$ cat config.mk
export PLATFORM = sky130hd
export DESIGN_NAME = rr_onehot_arbiter_flat
export DESIGN_NICKNAME = d
export VERILOG_FILES = /design/src/rtl/rr_onehot_arbiter_if.sv /design/src/rtl/rr_onehot_arbiter.sv /design/src/flat_wrapper.sv
export SDC_FILE = /design/constraint.sdc
export NUM_CORES = 1
export LEC_CHECK = 0
export ABC_AREA = 1
export BUFFER_PORTS_ARGS = -buffer_cell sky130_fd_sc_hd__buf_2
export CORE_AREA = 2 2 96 98
export CTS_CLUSTER_SIZE = 30
export DETAILED_ROUTE_END_ITERATION = 16
export DIE_AREA = 0 0 98 100
export GPL_TIMING_DRIVEN = 0
export PLACE_DENSITY = 0.55
export RECOVER_POWER = 50
export SKIP_CTS_REPAIR_TIMING = 1
export SLEW_MARGIN = 25
export SYNTH_ARGS = -nofsm -noshare
export SYNTH_HDL_FRONTEND = slang
export SYNTH_SLANG_ARGS = --single-unit
$ cat constraint.sdc
create_clock -name clk -period 4.1 [get_ports clk]
set_input_delay 0.82 -clock clk [delete_from_list [all_inputs] [get_ports clk]]
set_output_delay 0.82 -clock clk [all_outputs]
set_load 0.01 [all_outputs]
$ cat src/rtl/rr_onehot_arbiter_if.sv
// Handshake bundle between the requester bank (master) and rr_onehot_arbiter (slave).
// The owner-release strobe is named rel because release is a reserved word.
interface rr_onehot_arbiter_if;
   logic [15:0]       req;
   logic              rel;
   logic [15:0]       gnt;
   logic              gnt_valid;
   logic signed [3:0] gnt_idx;
   logic              timeout;

   modport master (
      output req,
      output rel,
      input  gnt,
      input  gnt_valid,
      input  gnt_idx,
      input  timeout
   );

   modport slave (
      input  req,
      input  rel,
      output gnt,
      output gnt_valid,
      output gnt_idx,
      output timeout
   );
endinterface

$ cat src/rtl/rr_onehot_arbiter.sv
// 16-way round-robin arbiter: registered one-hot grant plus signed owner index (7 - bit position).
// Define ARB_TIMEOUT_EN to build the MAX_HOLD forced-release timer; otherwise timeout is tied low.
module rr_onehot_arbiter #(
   parameter int unsigned MAX_HOLD = 8
) (
   input logic                clk,
   input logic                rst_n,
   rr_onehot_arbiter_if.slave bus
);

   typedef enum logic [0:0] {StIdle, StGrant} state_e;

   state_e            state_q, state_d;
   logic [3:0]        ptr_q, ptr_d;
   logic [3:0]        owner_q, owner_d;
   logic [15:0]       gnt_q, gnt_d;
   logic              gnt_valid_q, gnt_valid_d;
   logic signed [3:0] gnt_idx_q, gnt_idx_d;

   logic              win_found;
   logic [3:0]        win_pos;
   logic [3:0]        scan_pos;
   logic              rel_cond;
   logic              force_rel;

   if (MAX_HOLD < 1 || MAX_HOLD > 255) begin : g_bad_max_hold
      $error("MAX_HOLD must be in 1..255");
   end

   // Search downward from ptr with wrap; first set request wins.
   always_comb begin
      win_found = 1'b0;
      win_pos   = '0;
      scan_pos  = '0;
      for (int k = 0; k < 16; k++) begin
         scan_pos = ptr_q - 4'(k);
         if (!win_found && bus.req[scan_pos]) begin
            win_found = 1'b1;
            win_pos   = scan_pos;
         end
      end
   end

   // A dropped request from the owner is treated exactly like an explicit release.
   assign rel_cond = bus.rel | ~bus.req[owner_q];

`ifdef ARB_TIMEOUT_EN
   logic [7:0] hold_q, hold_d;
   logic       timeout_q;

   assign force_rel = (state_q == StGrant) && !rel_cond && (hold_q == 8'(MAX_HOLD - 1));

   always_comb begin
      hold_d = hold_q;
      if (state_q != StGrant || rel_cond || force_rel) begin
         hold_d = '0;
      end else begin
         hold_d = hold_q + 8'd1;
      end
   end

   always_ff @(posedge clk or negedge rst_n) begin
      if (!rst_n) begin
         hold_q    <= '0;
         timeout_q <= 1'b0;
      end else begin
         hold_q    <= hold_d;
         timeout_q <= force_rel;
      end
   end

   assign bus.timeout = timeout_q;
`else
   assign force_rel   = 1'b0;
   assign bus.timeout = 1'b0;
`endif

   always_comb begin
      state_d     = state_q;
      ptr_d       = ptr_q;
      owner_d     = owner_q;
      gnt_d       = gnt_q;
      gnt_valid_d = gnt_valid_q;
      gnt_idx_d   = gnt_idx_q;
      case (state_q)
         StIdle: begin
            if (win_found) begin
               state_d     = StGrant;
               owner_d     = win_pos;
               gnt_d       = 16'h0001 << win_pos;
               gnt_valid_d = 1'b1;
               gnt_idx_d   = $signed(4'd7 - win_pos);
            end
         end
         StGrant: begin
            // Releasing owner drops to lowest priority for the next round.
            if (rel_cond || force_rel) begin
               state_d     = StIdle;
               ptr_d       = owner_q - 4'd1;
               gnt_d       = '0;
               gnt_valid_d = 1'b0;
               gnt_idx_d   = '0;
            end
         end
         default: state_d = StIdle;
      endcase
   end

   always_ff @(posedge clk or negedge rst_n) begin
      if (!rst_n) begin
         state_q     <= StIdle;
         ptr_q       <= 4'd15;
         owner_q     <= '0;
         gnt_q       <= '0;
         gnt_valid_q <= 1'b0;
         gnt_idx_q   <= '0;
      end else begin
         state_q     <= state_d;
         ptr_q       <= ptr_d;
         owner_q     <= owner_d;
         gnt_q       <= gnt_d;
         gnt_valid_q <= gnt_valid_d;
         gnt_idx_q   <= gnt_idx_d;
      end
   end

   assign bus.gnt       = gnt_q;
   assign bus.gnt_valid = gnt_valid_q;
   assign bus.gnt_idx   = gnt_idx_q;

endmodule

$ cat src/flat_wrapper.sv
// flat-port wrapper written by rule: the top's interface ports become plain ports
module rr_onehot_arbiter_flat 
#(
   parameter int unsigned MAX_HOLD = 8
)
  (clk, rst_n, bus_req, bus_rel, bus_gnt, bus_gnt_valid, bus_gnt_idx, bus_timeout);
  rr_onehot_arbiter_if bus_i ();
  input logic clk;
  input logic rst_n;
  input wire logic [$bits(bus_i.req)-1:0] bus_req;
  input wire logic [$bits(bus_i.rel)-1:0] bus_rel;
  output wire logic [$bits(bus_i.gnt)-1:0] bus_gnt;
  output wire logic [$bits(bus_i.gnt_valid)-1:0] bus_gnt_valid;
  output wire logic [$bits(bus_i.gnt_idx)-1:0] bus_gnt_idx;
  output wire logic [$bits(bus_i.timeout)-1:0] bus_timeout;
  assign bus_i.req = bus_req;
  assign bus_i.rel = bus_rel;
  assign bus_gnt = bus_i.gnt;
  assign bus_gnt_valid = bus_i.gnt_valid;
  assign bus_gnt_idx = bus_i.gnt_idx;
  assign bus_timeout = bus_i.timeout;
  rr_onehot_arbiter #(.MAX_HOLD(MAX_HOLD)) u_core (.clk(clk), .rst_n(rst_n), .bus(bus_i));
endmodule
== Word level (Yosys, flattened, before mapping) ==
Index checks and enable logic that the tools add are counted.
W data, S select, Z words.

* Flip-flop bits (word level): 30
* Bits of input ports: 19

* Eq/ne operators: 2
* $add $sub $neg: 17
* Multiplexer cells: 78
* Reduce and logical (&&, ||, !) cells: 33
* Bitwise operators: 3
* Shift operators: 1
* $lt $le $gt $ge: 17

{| class="wikitable"
|+ Operators with widths
! cell !! number
|-
| $lt A4 B5 Y1 const B || 17
|-
| $mux W4 || 18
|-
| $bmux W1 S4 || 17
|-
| $mux W1 || 37
|-
| $mux W16 || 2
|-
| $pmux W16 S2 || 1
|-
| $sub A4 B4 Y4 const B || 8
|-
| $shl A1 B4 Y16 const A || 1
|-
| $sub A4 B3 Y4 const B || 4
|-
| $logic_and A1 B1 Y1 || 15
|-
| $logic_not A1 Y1 || 15
|-
| $pmux W4 S2 || 1
|-
| $sub A4 B1 Y4 const B || 2
|-
| $sub A4 B2 Y4 const B || 2
|-
| $reduce_and A2 Y1 || 3
|-
| $pmux W1 S2 || 2
|-
| $sub A3 B4 Y4 const A || 1
|-
| $ne A2 B1 Y1 const B || 1
|-
| $ne A2 B2 Y1 const B || 1
|-
| $not A1 Y1 || 2
|-
| $or A1 B1 Y1 || 1
|}

== Longest topological paths before layout ==
* Word-level depth: 51
* Gate-level depth with buffers: 28
* Depth with buffers taken out: 26

== Least setup slack after synthesis ==
No wires, ideal clock.

* Kind: reg2reg
* From: register u_core.ptr_q[0]
* To: register u_core.gnt_q[2] (netlist: u_core.bus.gnt[2])
* Setup time: 0.065 ns
* Buffers on the path: 3
* Arrival: 3.257 ns
* Clock period less this slack: 3.322 ns
* Stages on the path, launching flop included: 27
* Slack: 0.778 ns
* Cell sequence: dfstp_2 > buf_6 > inv_4 > buf_6 > ha_1 > inv_2 > buf_2 > nand3_1 > nand3_1 > nand2_2 > nand2_2 > nand2_2 > nor2_4 > nand4_4 > nor2_8 > nand4_4 > nor2_4 > nand4_4 > nor2_4 > nand2_2 > nor2_2 > inv_1 > nand3_2 > nand2_1 > nor2_1 > nand2_1 > nand2_1

* Cells in the longest elaborated chain, start to end: 51
* Elaborated cells on any way between the ends: 114
* Classes of those cells: add/sub: 15; eq/ne: 1; shift: 1; mux: 66; reduce/logical: 31

{| class="wikitable"
|+ Ends and longest elaborated chain
! what !! RTL line !! RTL
|-
| start: declaration || rr_onehot_arbiter.sv:14 || <nowiki>logic [3:0] ptr_q, ptr_d;</nowiki>
|-
| start signal: assignment || rr_onehot_arbiter.sv:119 || <nowiki>ptr_q <= ptr_d;</nowiki>
|-
| branches (longest 51 deep; another with $sub A4 B1 Y4) || n/a ||
|-
| end signal: assignment || rr_onehot_arbiter.sv:121 || <nowiki>gnt_q <= gnt_d;</nowiki>
|-
| end: declaration || rr_onehot_arbiter.sv:16 || <nowiki>logic [15:0] gnt_q, gnt_d;</nowiki>
|}

Several ways; the timed one is not identified. The select of a mux whose other input is x is not followed.
A chain may end at the register's enable or synchronous reset.

== Final worst setup path ==
* From: register u_core.ptr_q[0]
* To: register u_core.gnt_q[1] (netlist: u_core.bus.gnt[1])

The elaborated chain is that of the path after synthesis.

==> impl_summary.log <==
INFO  metric timing_worst_setup_path_type = register to register
INFO  metric worst_setup_timing_slack_at_the_placement_stage = -0.0220 ns
INFO  metric cts.clk_slew.worst_paths = 0.06 ns
INFO  metric synth.lib_cells_used.distinct = 40
INFO  metric cp.arrival = 4.03 ns
INFO  metric buffer_depth_of_the_longest_clock_path = 2
INFO  metric reported_max_cap_violation_count = 1
INFO  metric cpMostUsedCell = nand2_1
INFO  metric first_pass_grt_wire_length = 17.3 mm
INFO  metric cts_num_sinks = 30
INFO  metric worstHoldPathType = register to register
INFO  metric synthesis.yosys.warnings = 0
INFO  metric floorplan.initialDensity = 38.3%
INFO  metric multiInputGateArea = about 2300 um^2
INFO  metric insertedDiodeCount = 0
INFO  metric layout-drive-gt1-share = 19.6%
INFO  metric final.period_utilization = around 93%
INFO  metric htreeDepth = 2
INFO  metric totalNegativeSetupSlack = 0 ns
INFO  metric fillers = 979
INFO  metric final_net_count = 623
INFO  metric fin_hold_ws = 0.476 ns
INFO  metric antenna_found_initial = 0
INFO  metric cp-end-kind = register
INFO  metric relSlewSlack = -5.77%
INFO  metric post_synth.cell_area_avg = about 6.2 um^2
INFO  metric vias_in_the_first_global_route = 3458
INFO  metric final_common_cell = nand2_1
INFO  metric die_h = 100 um
INFO  metric synthToLayoutAreaGrowth = 14.5%
INFO  metric synth-main-ff-cell = dfrtp_1
INFO  metric chipWidth = 98 um
INFO  metric cts_tree = yes
INFO  metric synth.yosys.seq_area_share = 22.2%
INFO  metric post_synthesis_cells = 548
INFO  metric placeableCoreArea = 8890 um^2
INFO  metric worst-endpoint-required = 4.32 ns
INFO  metric place_congestion = a little over 0.9
INFO  metric wirelength = 10.5 mm
INFO  metric grt_start_max_net_pins = 31
INFO  metric failed_checks = max-capacitance violations, max-slew violations
INFO  metric sequential_cell_area = 756 um^2
INFO  metric synth_edf_count = 0
INFO  metric setup_viol = 0
INFO  metric root_buffer = clkbuf_8
INFO  metric detail_route.iter0.violations = 216
INFO  metric grt_overflow_total = 0
INFO  metric crit_fanout = 10
INFO  metric tritoncts.num_buffers = 5
INFO  metric detail-route-antenna-nets = 0
INFO  metric cp_top_family = simple AND/OR/NAND/NOR gates
INFO  metric placement_rows = 35
INFO  metric critical_path_buf_inv_count = 5
INFO  metric routed-via-count = roughly 3700
INFO  metric timing.fmax = 263 MHz
INFO  metric period_minus_slack = 3.81 ns
INFO  metric finalClockSkew = 0.00815 ns
INFO  metric viasPerCell = roughly 5.2
INFO  metric result_of_the_run = finished, violations left
INFO  metric global_route.usage.total = 21.8%
INFO  metric top_level_ports = 41
INFO  metric worst-slew-pin-transition = between 1.5 and 2 ns
INFO  metric drc = 0
INFO  metric die-area = ~10000 um^2
INFO  metric synth.area.top_cells = nand2_1, dfrtp_1, nand3_1
INFO  metric syn_area = 3400 um^2
INFO  metric most-common-layout-cells = nand2_1, nand3_1, inv_1, nor2_1, buf_2
INFO  metric dp_hpwl = 8.49 mm
INFO  metric route.detailed.wl_per_inst = 14.8 um
INFO  metric synth.ff_latch_count = 30
INFO  metric synthDominantAreaCellType = nand2_1
INFO  metric slowest_stage = dfstp_2
INFO  metric timing.critical_path.slowest_cell_delay = 0.53 ns
INFO  metric i_o_buffers = 39
INFO  metric synth_nets = 575
INFO  metric drt_first_pass_iters = 5
INFO  metric async_reset_ff_share = 100%
INFO  metric worst_setup_path_start_kind = register
INFO  metric postLayoutSetupSlackWorst = about 0.29 ns
INFO  metric synth_top_area_share = 19.2%
INFO  metric finalHoldViolations = 0
INFO  metric finalMaxSlewViolations = 31
INFO  metric worst_skew_pair.late_latency = 0.28 ns
[final timing paths]
kind	startpoint	cells past startpoint	slack, ns	end
setup / recovery	u_core.ptr_q[0]$_DFFE_PN1P_	26	0.29	u_core.bus.gnt[1]$_DFFE_PN0P_
hold / removal	u_core.bus.gnt[11]$_DFFE_PN0P_	2	0.48	u_core.bus.gnt[11]$_DFFE_PN0P_
setup reg to reg	u_core.ptr_q[0]$_DFFE_PN1P_	26	0.29	u_core.bus.gnt[1]$_DFFE_PN0P_
hold reg to reg	u_core.bus.gnt[11]$_DFFE_PN0P_	2	0.48	u_core.bus.gnt[11]$_DFFE_PN0P_
max in group asynchronous	rst_n	1	2.24	u_core.bus.gnt_idx[1]$_DFFE_PN0P_
min in group asynchronous	rst_n	1	0.93	u_core.bus.gnt[3]$_DFFE_PN0P_
[cell type report]
type,instances,share of cell area (%)
sequential,30,19.4
clock inverter,1,0.771
multi-input combinational,445,60.3
tap,111,3.57
inverter,58,5.75
timing repair buffer,43,5.46
clock buffer,7,1.96
buffer,13,2.73
[worst register-to-register path, stage by stage, from the launching register on]
cell	delay, ns
dfstp_2	0.53
buf_6	0.14
inv_4	0.07
buf_6	0.15
ha_1	0.34
inv_2	0.10
buf_6	0.16
nand3_1	0.12
nand3_1	0.16
nand2_2	0.09
nand2_2	0.07
nand2_2	0.07
nor2_4	0.14
nand4_4	0.16
nor2_8	0.16
nand4_4	0.09
nor2_4	0.20
nand4_4	0.14
nor2_4	0.12
nand2_2	0.07
nand2_1	0.09
nand2_1	0.05
nand2_1	0.12
nand3_1	0.13
nor2_1	0.14
nand2_1	0.07
nand2_1	0.06
[cells by family after synthesis]
logic type / share of synthesized area [%]
and+or+nand+nor: 54.0
buffers and inverters: 9.71
AOI/OAI and AO/OA: 8.24
DFF: 22.2
xor gates and xnor gates: 2.76
adders and majority gates: 2.94
other: 0.110
[per-layer routing]
layer | up-vias | track usage, % | share of wire, % | wire length [um]
met5 | - | 0 | 0 | 0
met4 | 0 | 5.98 | 2.5 | 264
met3 | 17 | 1.32 | 4.6 | 480
met2 | 99 | 37.1 | 46 | 4810
met1 | 1687 | 30.1 | 47 | 4910
li1 | 1877 | - | - | -
[state kept, by name, indices dropped and copies added (netlist names)]
register	flops
u_core.bus.gnt_idx	4
u_core.ptr_q	4
u_core.owner_q	4
u_core.bus.gnt_valid	1
u_core.bus.gnt	16
u_core.state_q	1
[per-stage QoR]
| stage | cell area (um^2) | utilization, % | instances |
|---|---|---|---|
| after CTS | 3840 | 43.2 | 706 |
| after global placement | 3730 | 42.0 | 698 |
| after floorplan | 3400 | - | 548 |
| after global routing | 3890 | 43.8 | 708 |
| final | 3890 | 43.8 | 708 |
| after detailed placement | 3730 | 42.0 | 698 |
[synth_stat cells (2+ instances only)]
library cell and n:
nand4_2 2, o21ai_0 28, dfrtp_1 26, clkinv_1 2, nor2_2 3, ha_1 8, nand4_1 6, inv_4 2
nand4_4 4, nand2_4 3, nand3_1 110, xor2_2 2, nor2_4 6, nor3_1 2, dfstp_2 4, inv_1 46
clkbuf_1 3, nand2_1 174, o221ai_1 4, nand2_2 16, buf_2 4, buf_4 4, xnor2_1 2, buf_6 4
a21oi_1 2, nand3_2 4, xor2_1 5, o21ai_2 2, nor2_1 50, inv_2 7, o21a_1 4
Power is not shown: default switching activity piles up to over one toggle a cycle in this logic, so the estimate is an artifact.
